File: src/rtl/hwpe_ctrl_regfile_bist.sv
// rtl/hwpe_ctrl_regfile_bist.sv - March C- BIST initiator for the register file test wrapper
module hwpe_ctrl_regfile_bist #(
    parameter int unsigned           ADDR_WIDTH = 5,
    parameter int unsigned           DATA_WIDTH = 32,
    parameter logic [DATA_WIDTH-1:0] PATTERN    = '0,
    parameter int unsigned           CNT_WIDTH  = 8
) (
    input  logic                     clk,
    input  logic                     rst,
    input  logic                     clear,
    input  logic                     start,
    output logic                     busy,
    output logic                     done,
    output logic                     fail,
    output logic [ADDR_WIDTH-1:0]    fail_addr,
    output logic [DATA_WIDTH-1:0]    fail_syn,
    output logic [CNT_WIDTH-1:0]     fail_cnt,
    output logic                     bist_en,
    output logic                     csn_t,
    output logic                     wen_t,
    output logic [ADDR_WIDTH-1:0]    a_t,
    output logic [DATA_WIDTH-1:0]    d_t,
    output logic [DATA_WIDTH/8-1:0]  be_t,
    input  logic [DATA_WIDTH-1:0]    q_t
);

    localparam int unsigned           NUM_BYTE = DATA_WIDTH / 8;
    localparam logic [ADDR_WIDTH-1:0] ADDR_MAX = '1;
    localparam logic [DATA_WIDTH-1:0] PAT_B    = PATTERN;
    localparam logic [DATA_WIDTH-1:0] PAT_C    = ~PATTERN;
    localparam logic [CNT_WIDTH-1:0]  CNT_MAX  = '1;

    // Elements 0..5: M0 up wB, M1 up rB/wC, M2 up rC/wB,
    // M3 down rB/wC, M4 down rC/wB, M5 down rB.
    typedef enum logic [1:0] {
        S_IDLE,
        S_RUN,
        S_DRAIN,
        S_DONE
    } state_e;

    state_e                  state_q;

    // Sequencer position: the operation to be issued at the next access edge.
    logic [2:0]              elem_q;
    logic [ADDR_WIDTH-1:0]   addr_q;
    logic                    ph_q;
    logic                    last_q;

    // Registered interface outputs.
    logic                    csn_t_q;
    logic                    wen_t_q;
    logic [ADDR_WIDTH-1:0]   a_t_q;
    logic [DATA_WIDTH-1:0]   d_t_q;
    logic [NUM_BYTE-1:0]     be_t_q;
    logic                    bist_en_q;
    logic                    busy_q;
    logic                    done_q;

    // Expected word travels with the read (stage 1), then lines up with q_t (stage 2).
    logic [DATA_WIDTH-1:0]   exp_q;
    logic                    cmp_vld_q;
    logic [DATA_WIDTH-1:0]   cmp_exp_q;
    logic [ADDR_WIDTH-1:0]   cmp_addr_q;

    logic                    fail_q;
    logic [ADDR_WIDTH-1:0]   fail_addr_q;
    logic [DATA_WIDTH-1:0]   fail_syn_q;
    logic [CNT_WIDTH-1:0]    fail_cnt_q;

    logic                    launch;
    logic                    issue;
    logic [2:0]              cur_elem;
    logic [ADDR_WIDTH-1:0]   cur_addr;
    logic                    cur_ph;
    logic                    cur_two;
    logic                    cur_rd;
    logic                    cur_up;
    logic                    cur_ph_last;
    logic                    cur_addr_end;
    logic                    cur_last;
    logic [DATA_WIDTH-1:0]   cur_exp;
    logic [DATA_WIDTH-1:0]   cur_wdata;
    logic [2:0]              elem_d;
    logic [ADDR_WIDTH-1:0]   addr_d;
    logic                    ph_d;
    logic                    mismatch;
    logic [DATA_WIDTH-1:0]   syndrome;

    // Decode the operation to issue this edge and the sequencer position after it.
    // A launch issues the very first access in the same edge, so the position is
    // forced to element 0 / address 0 regardless of what the counters hold.
    always_comb begin
        launch       = start && (state_q == S_IDLE || state_q == S_DONE);
        issue        = launch || (state_q == S_RUN && !last_q);
        cur_elem     = launch ? 3'd0 : elem_q;
        cur_addr     = launch ? '0   : addr_q;
        cur_ph       = launch ? 1'b0 : ph_q;
        cur_two      = (cur_elem != 3'd0) && (cur_elem != 3'd5);
        cur_rd       = cur_two ? !cur_ph : (cur_elem == 3'd5);
        cur_up       = (cur_elem <= 3'd2);
        cur_exp      = (cur_elem == 3'd2 || cur_elem == 3'd4) ? PAT_C : PAT_B;
        cur_wdata    = (cur_elem == 3'd1 || cur_elem == 3'd3) ? PAT_C : PAT_B;
        cur_ph_last  = !cur_two || cur_ph;
        cur_addr_end = cur_up ? (cur_addr == ADDR_MAX) : (cur_addr == '0);
        cur_last     = (cur_elem == 3'd5) && (cur_addr == '0);

        elem_d = cur_elem;
        addr_d = cur_addr;
        ph_d   = 1'b0;
        if (!cur_ph_last) begin
            ph_d = 1'b1;
        end else if (cur_addr_end) begin
            // Element switch: next element starts at its own end of the array.
            elem_d = cur_elem + 3'd1;
            addr_d = (cur_elem <= 3'd1) ? '0 : ADDR_MAX;
        end else begin
            addr_d = cur_up ? cur_addr + ADDR_WIDTH'(1) : cur_addr - ADDR_WIDTH'(1);
        end
    end

    // Read-data comparison against the pipelined expected word.
    always_comb begin
        syndrome = q_t ^ cmp_exp_q;
        mismatch = cmp_vld_q && (q_t != cmp_exp_q);
    end

    // Controller FSM: access issue, compare pipeline, result registers.
    always_ff @(posedge clk or posedge rst) begin
        if (rst) begin
            state_q     <= S_IDLE;
            elem_q      <= 3'd0;
            addr_q      <= '0;
            ph_q        <= 1'b0;
            last_q      <= 1'b0;
            csn_t_q     <= 1'b1;
            wen_t_q     <= 1'b1;
            a_t_q       <= '0;
            d_t_q       <= '0;
            be_t_q      <= '0;
            bist_en_q   <= 1'b0;
            busy_q      <= 1'b0;
            done_q      <= 1'b0;
            exp_q       <= '0;
            cmp_vld_q   <= 1'b0;
            cmp_exp_q   <= '0;
            cmp_addr_q  <= '0;
            fail_q      <= 1'b0;
            fail_addr_q <= '0;
            fail_syn_q  <= '0;
            fail_cnt_q  <= '0;
        end else if (clear) begin
            state_q     <= S_IDLE;
            elem_q      <= 3'd0;
            addr_q      <= '0;
            ph_q        <= 1'b0;
            last_q      <= 1'b0;
            csn_t_q     <= 1'b1;
            wen_t_q     <= 1'b1;
            a_t_q       <= '0;
            d_t_q       <= '0;
            be_t_q      <= '0;
            bist_en_q   <= 1'b0;
            busy_q      <= 1'b0;
            done_q      <= 1'b0;
            exp_q       <= '0;
            cmp_vld_q   <= 1'b0;
            cmp_exp_q   <= '0;
            cmp_addr_q  <= '0;
            fail_q      <= 1'b0;
            fail_addr_q <= '0;
            fail_syn_q  <= '0;
            fail_cnt_q  <= '0;
        end else begin
            // Stage 2 of the compare pipeline: a read visible last cycle returns data now.
            cmp_vld_q  <= !csn_t_q && wen_t_q;
            cmp_exp_q  <= exp_q;
            cmp_addr_q <= a_t_q;

            if (mismatch) begin
                fail_q <= 1'b1;
                if (!fail_q) begin
                    fail_addr_q <= cmp_addr_q;
                    fail_syn_q  <= syndrome;
                end
                if (fail_cnt_q != CNT_MAX) begin
                    fail_cnt_q <= fail_cnt_q + CNT_WIDTH'(1);
                end
            end

            // One access per edge while the sequence has operations left.
            if (issue) begin
                csn_t_q <= 1'b0;
                wen_t_q <= cur_rd;
                a_t_q   <= cur_addr;
                be_t_q  <= '1;
                exp_q   <= cur_exp;
                if (!cur_rd) begin
                    d_t_q <= cur_wdata;
                end
                elem_q  <= elem_d;
                addr_q  <= addr_d;
                ph_q    <= ph_d;
                last_q  <= cur_last;
            end else begin
                csn_t_q <= 1'b1;
                wen_t_q <= 1'b1;
                be_t_q  <= '0;
            end

            unique case (state_q)
                S_IDLE, S_DONE: begin
                    if (launch) begin
                        state_q     <= S_RUN;
                        busy_q      <= 1'b1;
                        bist_en_q   <= 1'b1;
                        done_q      <= 1'b0;
                        fail_q      <= 1'b0;
                        fail_addr_q <= '0;
                        fail_syn_q  <= '0;
                        fail_cnt_q  <= '0;
                    end
                end
                S_RUN: begin
                    if (last_q) begin
                        state_q <= S_DRAIN;
                    end
                end
                S_DRAIN: begin
                    // The final read is compared this cycle; results are complete next.
                    state_q   <= S_DONE;
                    busy_q    <= 1'b0;
                    bist_en_q <= 1'b0;
                    done_q    <= 1'b1;
                end
                default: begin
                    state_q <= S_IDLE;
                end
            endcase
        end
    end

    assign busy      = busy_q;
    assign done      = done_q;
    assign fail      = fail_q;
    assign fail_addr = fail_addr_q;
    assign fail_syn  = fail_syn_q;
    assign fail_cnt  = fail_cnt_q;
    assign bist_en   = bist_en_q;
    assign csn_t     = csn_t_q;
    assign wen_t     = wen_t_q;
    assign a_t       = a_t_q;
    assign d_t       = d_t_q;
    assign be_t      = be_t_q;

endmodule

File: config.mk
export PLATFORM = sky130hd
export DESIGN_NAME = hwpe_ctrl_regfile_bist
export DESIGN_NICKNAME = d
export VERILOG_FILES = /design/src/rtl/hwpe_ctrl_regfile_bist.sv
export SDC_FILE = /design/constraint.sdc
export NUM_CORES = 1
export LEC_CHECK = 0
export ABC_AREA = 1
export CAP_MARGIN = 40
export CORE_UTILIZATION = 45
export CTS_CLUSTER_SIZE = 14
export DETAILED_ROUTE_END_ITERATION = 8
export PLACE_DENSITY_LB_ADDON = 0.2
export SKIP_CTS_REPAIR_TIMING = 1
export SYNTH_ARGS = -nofsm -noshare
export SYNTH_HDL_FRONTEND = slang
export SYNTH_SLANG_ARGS = --single-unit
File: constraint.sdc
create_clock -name clk -period 4.3 [get_ports clk]
set_input_delay 0.645 -clock clk [delete_from_list [all_inputs] [get_ports clk]]
set_output_delay 0.645 -clock clk [all_outputs]
set_load 0.02 [all_outputs]
==> out/results.md, run 1 <==
| Step | Item | Reported |
|---|---|---|
| cts | Buffer type at the clock tree root | clkbuf_8 |
| layout | Final core area utilization | 0.595 |
| logic synthesis | Fraction of the mapped netlist area in compound gates | 0.0437 |
| route | Final wirelength | 11500 um |
| placed design | Global placer's final weighted congestion | 0.966 |
| timing | Final number of max-transition violations | 0 |
| logic synthesis | Post-synthesis share of cell area spent on full adders, half adders and majority gates | 0.0104 |
| route | Met1 Wirelength | 5280 um |
| cts | Skew-Pair Late Insertion Delay | 0.35 ns |
| placed design | Port bufs | 127 |
| route | Total vias in the final route | 4249 |
| worst setup path | Critical setup path kind | register to register |
| layout | Count of inserted antenna diode cells | 0 |
| die | Overall die width | 105 um |
| cts | Sinks on the clock net | 77 |
| logic synthesis | Synthesis Warnings | 0 |
| layout | Fraction of layout cells with a size suffix above 1 | 0.0515 |
| die | Die H | 105 um |
| worst setup path | WP data arrival | 3.06 ns |
| logic synthesis | Post-synthesis share of cell area spent on xor and xnor gates | 0.0724 |
| run | Maxcap violations | 0 |
| cts | Clock transition at the registers of the reported paths | 0.08 ns |
| logic synthesis | Multiplexer fraction of the synthesized cell area | 0 |
| route | Top metal layer carrying routed signals | met4 |
| route | Wire length per cell | 12.9 um |
| logic synthesis | Synth Register Bits | 77 |
| layout | Count of nets after finishing | 792 |
| logic synthesis | Number of enable flip-flop cells after synthesis | 0 |
| logic synthesis | Post-Syn Area per Cell | 7.20 um^2 |
| route | Vias per std cell | 4.76 |
| cts | Max Root-Sink Buffers | 2 |
| min path | Path class of the lowest-slack min-delay path | register to register |
| logic synthesis | Post-synth cell types | 31 |
| logic synthesis | Primary flip-flop cell chosen by synthesis mapping | dfrtp_1 |
| placed design | DP HPWL | 7940 um |
| layout | Most common library cell in the layout ignoring fill and taps | nand2_1 |
| power and ir drop | Leakage | 3.03 nW |
| logic synthesis | Ys async rst share | 1.00 |
| power and ir drop | Largest vdd supply drop | 0.294 mV |
| die | Number of top-level pins | 128 |
| die | Core ar. | 10300 um^2 |
| worst setup path | Worst EP required | 4.53 ns |
| cts | Number of buffers created by CTS | 9 |
| timing | Slew at the pin closest to its max-slew limit | 0.927 ns |
| die | Overall die area | 11100 um^2 |
| global route | Largest net degree at the start of global routing | 46 |
| timing | Portion of the clock cycle consumed by the worst path in the final layout | 0.657 |
| cts | Clock tree from TritonCTS | done |
| worst setup path | Crit Path Max Fanout | 11 |
| timing | Max Clock Skew | 0.0159 ns |
| layout | Area overhead of the layout relative to synthesis | 27.7% |
| power and ir drop | Power density of the placed cells | 390 nW/um^2 |
| worst setup path | Kind of end point of the critical path | register |
| logic synthesis | Basic-gate share of the synthesized area counting and, or, nand and nor cells | 0.279 |
| status | Status | complete, no violations |
| die | Starting utilization of the core area | 0.466 |
| timing | Time the worst path needs with I/O delays and setup | 2.82 ns |
| logic synthesis | Gate count of the mapped netlist | 668 |
| timing | Setup total negative slack | 0 ns |
| worst setup path | Cell-by-cell listing of the critical path | inv_1 > ha_1 > nand2_1 > nand3_1 > nand2_1 > nand2_1 > nand2_1 > inv_1 > ha_1 > inv_1 > nand2_1 > nand2_1 > o21ai_0 > nand2_1 > nand2_1 > o21bai_1 > nand2_1 |
| route | Metal2 WL | 5490 um |
| global route | Number of antenna violations at the first check in global routing | 0 |
| timing | Max-slew headroom at the worst pin | 0.382 |
| route | Drt pass-1 iters | 5 |
| timing | Final number of setup-violating endpoints | 0 |
| route | Routed length on met3 | 632 um |
| timing | Maximum clock frequency | 354 MHz |
| worst setup path | Largest stage delay on the critical path | 0.39 ns |
| layout | Final non-filler cell total | 893 |
| worst setup path | Worst Setup Start Kind | register |
| global route | Via count of the first global-routing pass | 4089 |
| timing | Final count of hold timing violations | 0 |
| route | Initial DRC Count | 220 |
| logic synthesis | Combined area of all synthesized cells | 4810 um^2 |
| layout | Top library cells by usage in the layout, fill and taps aside | nand2_1, inv_1, clkdlybuf4s50_1 |
| route | # DRC | 0 |
| global route | Global-route wire length before repair | 19200 um |
| worst setup path | Register-to-Register Setup Slack | 1.48 ns |
| timing | Unrepaired setup endpoints after global routing | no |
| worst setup path | Cell with the largest stage delay on the worst path | dfrtp_1 |
| placed design | Total instance count after detailed placement | 877 |
| route | ANT nets after route | 0 |
| cts | H-tree depth | 3 |
| logic synthesis | Sequential cell area fraction in the yosys report | 0.401 |
| die | Number of placement rows | 37 |
| worst setup path | Cell mode on critical path | nand2_1 |
| logic synthesis | Combinational family with the most area after synthesis | simple AND/OR/NAND/NOR gates |
| global route | Overall routing resource usage | 0.213 |
| logic synthesis | Syn nets | 708 |
| global route | Remaining global-route overflow | 0 |
## synthesized netlist by cell type (3+ instances only)
cell type,number,area (um^2)
nand2_1,156,586
inv_1,135,507
nor2_1,77,289
dfrtp_1,75,1880
buf_4,36,270
nand4_1,34,213
nand3_1,25,125
o21ai_0,19,95.1
xor2_1,19,166
xnor2_1,17,149
nor3_1,10,50.1
clkbuf_1,9,33.8
o22ai_1,8,50.1
buf_2,7,35.0
a21oi_1,5,25.0
buf_6,5,56.3
buf_1,4,15.0
ha_1,4,50.1
o31ai_1,3,22.5
## layer usage
layer | GRT usage | up-vias
li1 | - | 2159
met1 | 0.277 | 1954
met2 | 0.364 | 129
met3 | 0.0414 | 7
met4 | 0.0523 | 0
met5 | 0 | -
## report_power, final
part / total, mW / switching [mW] / internal, mW / leakage, nW
Clock: 0.568 / 0.268 / 0.300 / 0.102
Sequential: 0.888 / 0.0646 / 0.823 / 1.05
Combinational: 0.939 / 0.572 / 0.367 / 1.87
Total: 2.40 / 0.905 / 1.49 / 3.03
## worst paths after layout
| kind | startpoint | endpoint | cells after the start |
|---|---|---|---|
| worst max-delay path | state_q[0]$_DFFE_PP0P_ | addr_q[4]$_DFFE_PP0P_ | 17 |
| min in group asynchronous | rst | fail_syn[25]$_DFF_PP0_ | 2 |
| worst max register to register | state_q[0]$_DFFE_PP0P_ | addr_q[4]$_DFFE_PP0P_ | 17 |
| worst min-delay path | cmp_addr_q[2]$_DFF_PP0_ | fail_addr[2]$_DFF_PP0_ | 2 |
| max in group asynchronous | rst | wen_t$_DFF_PP1_ | 3 |
| worst min register to register | cmp_addr_q[2]$_DFF_PP0_ | fail_addr[2]$_DFF_PP0_ | 2 |
## layout make-up
| type | instances | area (um^2) |
|---|---|---|
| repair buffers | 134 | 1360 |
| well taps | 136 | 170 |
| clock buffers | 11 | 151 |
| flip-flops and latches | 77 | 1930 |
| clock inverters | 5 | 58.8 |
| fillers | 919 | 4180 |
| multi-input cells | 392 | 1950 |
| inverters | 138 | 519 |
## cell families after synthesis
logic type / Yosys count
AOI/OAI and AO/OA: 38
xor gates and xnor gates: 38
adders and majority gates: 4
buffers and inverters: 199
DFF: 77
and+or+nand+nor: 312
## sequential cells by signal, summed over array words and instances (netlist names)
register / cells
be_t: 1
elem_q: 3
cmp_exp_q: 1
fail_addr: 5
wen_t: 1
cmp_vld_q: 1
csn_t: 1
addr_q: 5
ph_q: 1
fail: 1
cmp_addr_q: 5
exp_q: 1
fail_cnt: 8
state_q: 2
last_q: 1
a_t: 5
done: 1
busy: 1
d_t: 1
fail_syn: 32
## per-stage QoR
stage	power, mW	setup WS (ns)	hold slack [ns]	area, um^2
finish	2.40	1.48	0.483	6140
global placement	1.81	1.35	0.463	5880
global route	2.57	1.18	0.515	6140
CTS	2.41	1.53	0.489	6140
floorplan	1.49	1.69	0.445	4810
detailed placement	1.84	1.26	0.462	5930
## worst max-delay path, delay by kind of cell, from the launching register on
kind,cells,cell delay [ns]
AO/OA/AOI/OAI,2,0.23
adder cells (fa/ha/maj),2,0.53
buffers and inverters,3,0.16
flip-flops,1,0.39
AND/OR/NAND/NOR,10,1.41
Power figures use the tool's default switching activity.
==> inputs of run 2 (changes only) <==
==> constraint.sdc (replaced) <==
create_clock -name clk -period 2.8 [get_ports clk]
set_input_delay 0.42 -clock clk [delete_from_list [all_inputs] [get_ports clk]]
set_output_delay 0.42 -clock clk [all_outputs]
set_load 0.02 [all_outputs]
==> run 2 against run 1 <==
Register-to-register slack got worse by 1.1 ns. Count of clock-buffer cells in the layout did not move. Highest routed layer unchanged. Setup slack got worse by 1.1 ns. Non-clock buffer count rose by 8. Worst hold slack improved by 0.0040 ns. Combinational power rose by 55%. Largest power group unchanged. Total power rose by 63%.
==> out/results.md, run 2 (synthesis results as in run 1) <==
| Step | Item | Reported |
|---|---|---|
| placed design | Total instance count after detailed placement | 884 |
| cts | Skew-Pair Late Insertion Delay | 0.35 ns |
| worst setup path | Cell with the largest stage delay on the worst path | dfrtp_1 |
| die | Overall die area | 11100 um^2 |
| timing | Final number of max-transition violations | 0 |
| route | Final wirelength | 11700 um |
| worst setup path | Largest stage delay on the critical path | 0.91 ns |
| layout | Final non-filler cell total | 900 |
| layout | Max FFs per register | 32 |
| layout | Area of the multi-input gates | 1960 um^2 |
| timing | Unrepaired setup endpoints after global routing | no |
| timing | Portion of the clock cycle consumed by the worst path in the final layout | 0.875 |
| global route | Remaining global-route overflow | 0 |
| timing | Final number of setup-violating endpoints | 0 |
| timing | Maximum clock frequency | 408 MHz |
| worst setup path | Cell-by-cell listing of the critical path | clkdlybuf4s50_1 |
| die | Starting utilization of the core area | 0.466 |
| timing | Final count of hold timing violations | 0 |
| die | Core ar. | 10300 um^2 |
| cts | Max Root-Sink Buffers | 2 |
| power and ir drop | Leakage | 3.09 nW |
| die | Number of placement rows | 37 |
| global route | Via count of the first global-routing pass | 4077 |
| timing | Time the worst path needs with I/O delays and setup | 2.45 ns |
| cts | Sinks on the clock net | 77 |
| worst setup path | Buf/Inv on CP | 1 |
| worst setup path | Worst Setup Start Kind | register |
| worst setup path | Crit-path leading delay family | flip-flops |
| worst setup path | Launching point of the worst reg2reg path | state_q[0]$_DFFE_PP0P_ |
| timing | Worst hold-check slack | 0.487 ns |
| worst setup path | Critical setup path kind | register to output pin |
| global route | Global-route wire length before repair | 19600 um |
| layout | Count of inserted antenna diode cells | 0 |
| layout | Count of nets after finishing | 800 |
| worst setup path | Start point of the critical path | d_t[30]$_DFFE_PP0P_ |
| die | Die H | 105 um |
| timing | Max Clock Skew | 0.0109 ns |
| route | # DRC | 0 |
| cts | Buffer type at the clock tree root | clkbuf_8 |
| worst setup path | WP data arrival | 2.03 ns |
| cts | H-tree depth | 3 |
| timing | Slew at the pin closest to its max-slew limit | 0.863 ns |
| die | Number of top-level pins | 128 |
| route | Wire length per cell | 13.0 um |
| cts | Clock tree from TritonCTS | done |
| placed design | Port bufs | 127 |
| timing | Max-slew headroom at the worst pin | 0.425 |
| placed design | DP HPWL | 8340 um |
| layout | Most common library cell in the layout ignoring fill and taps | nand2_1 |
| power and ir drop | Power density of the placed cells | 624 nW/um^2 |
| route | ANT nets after route | 0 |
| layout | Top library cells by usage in the layout, fill and taps aside | nand2_1, inv_1, clkdlybuf4s50_1 |
| layout | Fraction of layout cells with a size suffix above 1 | 0.0628 |
| layout | Area overhead of the layout relative to synthesis | 30.0% |
| status | Status | complete, no violations |
| layout | Fill cell instance count of the final layout | 952 |
| route | Initial DRC Count | 226 |
| cts | Clock transition at the registers of the reported paths | 0.08 ns |
| route | Total vias in the final route | 4284 |
| worst setup path | Worst EP required | 2.38 ns |
| global route | Largest net degree at the start of global routing | 46 |
| min path | Path class of the lowest-slack min-delay path | primary input to async pin |
| run | Maxcap violations | 0 |
| placed design | Global placer's final weighted congestion | 0.902 |
| worst setup path | Kind of end point of the critical path | output pin |
| timing | Setup total negative slack | 0 ns |
| route | Vias per std cell | 4.76 |
| die | Overall die width | 105 um |
| worst setup path | Crit Path Max Fanout | 33 |
| global route | Overall routing resource usage | 0.219 |
| layout | Sequential cell area | 1930 um^2 |
| cts | Number of buffers created by CTS | 9 |
| global route | Number of antenna violations at the first check in global routing | 0 |
| route | Drt pass-1 iters | 4 |
| power and ir drop | Largest vdd supply drop | 0.440 mV |
run 2: path summary, 6_finish.rpt:
check                      slack [ns]  cells after the start                endpoint
min reg2reg                      0.49                      2  fail_addr[3]$_DFF_PP0_
max in group asynchronous        1.67                      3         csn_t$_DFF_PP1_
max reg2reg                      0.36                     17   addr_q[4]$_DFFE_PP0P_
max                              0.35                      1                  d_t[7]
min in group clk                 0.49                      2  fail_addr[3]$_DFF_PP0_
min                              0.49                      2  fail_syn[26]$_DFF_PP0_
run 2: final cells by class:
class                           count  share of cell area
Timing Repair Buffer              142               0.228
Tap cell                          136              0.0272
Sequential cell                    77               0.309
Clock inverter                      4              0.0152
Multi-Input combinational cell    392               0.314
Inverter                          138              0.0831
Clock buffer                       11              0.0242
run 2: power by group:
part,internal (mW),switching [mW],total [mW]
logic,0.595,0.869,1.46
clock network,0.635,0.417,1.05
registers,1.26,0.115,1.38
total,2.49,1.40,3.90
run 2: stage by stage:
step           setup WS (ns)   util  cell area [um^2]  power (mW)
6_report               0.350  0.605              6250        3.90
5_1_grt               0.0857  0.605              6250        4.14
4_1_cts                0.185  0.603              6220        3.92
3_5_place_dp           0.134  0.579              5980        2.86
3_3_place_gp           0.226  0.579              5980        2.83
2_1_floorplan          0.417      -              4810        2.29
run 2: routing by layer:
| layer | vias to the layer above | wire length, um | GRT usage |
|---|---|---|---|
| met5 | - | 0 | 0 |
| met4 | 0 | 117 | 0.0594 |
| met3 | 13 | 637 | 0.0451 |
| met2 | 131 | 5700 | 0.371 |
| met1 | 1971 | 5280 | 0.285 |
| li1 | 2169 | - | - |
==> inputs of run 3 (changes only) <==
--- a/config.mk
+++ b/config.mk
@@ -7,7 +7,7 @@
 export LEC_CHECK = 0
 export ABC_AREA = 1
 export CAP_MARGIN = 40
-export CORE_UTILIZATION = 45
+export CORE_UTILIZATION = 49
 export CTS_CLUSTER_SIZE = 14
 export DETAILED_ROUTE_END_ITERATION = 8
 export PLACE_DENSITY_LB_ADDON = 0.2
==> run 3 against run 2 <==
Sequential cell count unchanged. Combinational power about the same. Critical path depth increased by 10. Worst hold slack got worse by 0.0025 ns. Die area decreased by 8.0%. Global-route usage increased by 2.0 points. Largest cell class unchanged. Critical endpoint is now d_t[30]$_DFFE_PP0P_. Largest power group unchanged. Utilization increased by 5.2 points. First-iteration DRC count decreased by 19%. Sequential power about the same. Highest routed layer unchanged. Non-clock buffer count decreased by 2. Final area decreased by 1.5%. Clock power decreased by 19%.
==> out/results.md, run 3 (synthesis results as in run 1) <==
| Step | Item | Reported |
|---|---|---|
| layout | Count of inserted antenna diode cells | 0 |
| placed design | Port bufs | 127 |
| cts | Max Root-Sink Buffers | 2 |
| die | Core ar. | 9370 um^2 |
| global route | Largest net degree at the start of global routing | 42 |
| global route | Via count of the first global-routing pass | 4127 |
| worst setup path | Kind of end point of the critical path | register |
| route | Wire length per cell | 13.0 um |
| worst setup path | Worst EP required | 3.07 ns |
| timing | Max Clock Skew | 0.00769 ns |
| die | Overall die area | 10200 um^2 |
| timing | Maximum clock frequency | 420 MHz |
| global route | Remaining global-route overflow | 0 |
| die | Die H | 101 um |
| timing | Max-slew headroom at the worst pin | 0.512 |
| timing | Slew at the pin closest to its max-slew limit | 0.731 ns |
| layout | Fraction of layout cells with a size suffix above 1 | 0.0577 |
| cts | H-tree depth | 3 |
| power and ir drop | Power density of the placed cells | 595 nW/um^2 |
| timing | Time the worst path needs with I/O delays and setup | 2.38 ns |
| route | Final wirelength | 11600 um |
| worst setup path | Start point of the critical path | state_q[0]$_DFFE_PP0P_ |
| timing | Portion of the clock cycle consumed by the worst path in the final layout | 0.851 |
| global route | Global-route wire length before repair | 19100 um |
| cts | Number of buffers created by CTS | 9 |
| layout | Final non-filler cell total | 892 |
| timing | Setup total negative slack | 0 ns |
| route | Drt pass-1 iters | 4 |
| timing | Final count of hold timing violations | 0 |
| layout | Area overhead of the layout relative to synthesis | 28.1% |
| cts | Sinks on the clock net | 77 |
| min path | Path class of the lowest-slack min-delay path | primary input to async pin |
| layout | Fill cell instance count of the final layout | 855 |
| worst setup path | Crit Path Max Fanout | 10 |
| die | Number of top-level pins | 128 |
| die | Number of placement rows | 35 |
| timing | Unrepaired setup endpoints after global routing | no |
| cts | Clock tree from TritonCTS | done |
| placed design | DP HPWL | 8240 um |
| route | Total vias in the final route | 4293 |
| layout | Count of nets after finishing | 798 |
| run | Maxcap violations | 0 |
| cts | Buffer type at the clock tree root | clkbuf_8 |
| worst setup path | Register-to-Register Setup Slack | 0.42 ns |
| route | # DRC | 0 |
| cts | Clock transition at the registers of the reported paths | 0.09 ns |
| worst setup path | Critical setup path kind | register to register |
| timing | Final number of setup-violating endpoints | 0 |
| layout | Most common library cell in the layout ignoring fill and taps | nand2_1 |
| placed design | Total instance count after detailed placement | 876 |
| global route | Number of antenna violations at the first check in global routing | 0 |
| power and ir drop | Largest vdd supply drop | 0.393 mV |
| power and ir drop | Leakage | 3.05 nW |
| placed design | Global placer's final weighted congestion | 0.956 |
| layout | Max FFs per register | 32 |
| worst setup path | CP endpoint | d_t[30]$_DFFE_PP0P_ |
| die | Overall die width | 101 um |
| global route | Overall routing resource usage | 0.239 |
| worst setup path | R2R depth | 11 |
| cts | Skew-Pair Late Insertion Delay | 0.35 ns |
| worst setup path | Worst Setup Start Kind | register |
| die | Starting utilization of the core area | 0.513 |
| layout | Top library cells by usage in the layout, fill and taps aside | nand2_1, inv_1, clkdlybuf4s50_1 |
| status | Status | complete, no violations |
| layout | Final core area utilization | 0.657 |
| worst setup path | WP data arrival | 2.65 ns |
| timing | Final number of max-transition violations | 0 |
| route | Vias per std cell | 4.81 |
| route | ANT nets after route | 0 |
| route | Initial DRC Count | 182 |
| worst setup path | Launching point of the worst reg2reg path | state_q[0]$_DFFE_PP0P_ |
| worst setup path | R2r endpoint | d_t[30]$_DFFE_PP0P_ |
==> run 3: worst min path at each step <==
stage	startpoint	to	slack, ns	cells after the start
after floorplan	exp_q[30]$_DFFE_PP0P_	cmp_exp_q[30]$_DFF_PP0_	0.45	2
after global placement	exp_q[30]$_DFFE_PP0P_	cmp_exp_q[30]$_DFF_PP0_	0.46	2
after detailed placement	cmp_addr_q[2]$_DFF_PP0_	fail_addr[2]$_DFF_PP0_	0.47	2
after CTS	exp_q[30]$_DFFE_PP0P_	cmp_exp_q[30]$_DFF_PP0_	0.49	2
after global routing	cmp_addr_q[2]$_DFF_PP0_	fail_addr[2]$_DFF_PP0_	0.51	2
final	rst	addr_q[0]$_DFFE_PP0P_	0.48	2
==> run 3: per-stage QoR <==
stage	total power [mW]	hold slack [ns]	cell area, um^2	setup slack, ns
6_report	3.66	0.485	6160	0.418
5_1_grt	3.91	0.509	6160	0.0846
4_1_cts	3.68	0.490	6150	0.319
3_5_place_dp	2.82	0.467	5960	0.265
3_3_place_gp	2.80	0.463	5960	0.277
2_1_floorplan	2.29	0.445	4810	0.417
==> run 3: worst max-delay path: stages (launching register included) <==
cell      delay (ns)
dfrtp_1         0.38
inv_1           0.05
ha_1            0.34
nand2_2         0.16
inv_1           0.17
nor2_4          0.19
inv_1           0.10
nor2_1          0.27
clkinv_1        0.33
o21ai_0         0.18
nand2_1         0.06
o21ai_0         0.07
==> run 3: layout make-up <==
cell class,instances,area (um^2),share of cell area
flip-flops and latches,77,1930,0.314
inverters,138,519,0.0843
clock inverters,5,60.1,0.00976
repair buffers,140,1390,0.226
multi-input cells,392,1960,0.318
clock buffers,11,131,0.0213
well taps,129,161,0.0262
==> run 3: per-layer routing <==
metal / global-route usage / wire length, um
met2: 0.397 / 5610
met4: 0.0870 / 232
met1: 0.310 / 5130
met3: 0.0458 / 619
met5: 0 / 0
==> run 3: where the power goes <==
group | internal (mW) | total [mW] | switching (mW)
logic | 0.577 | 1.45 | 0.871
registers | 1.26 | 1.36 | 0.100
clock network | 0.416 | 0.848 | 0.431
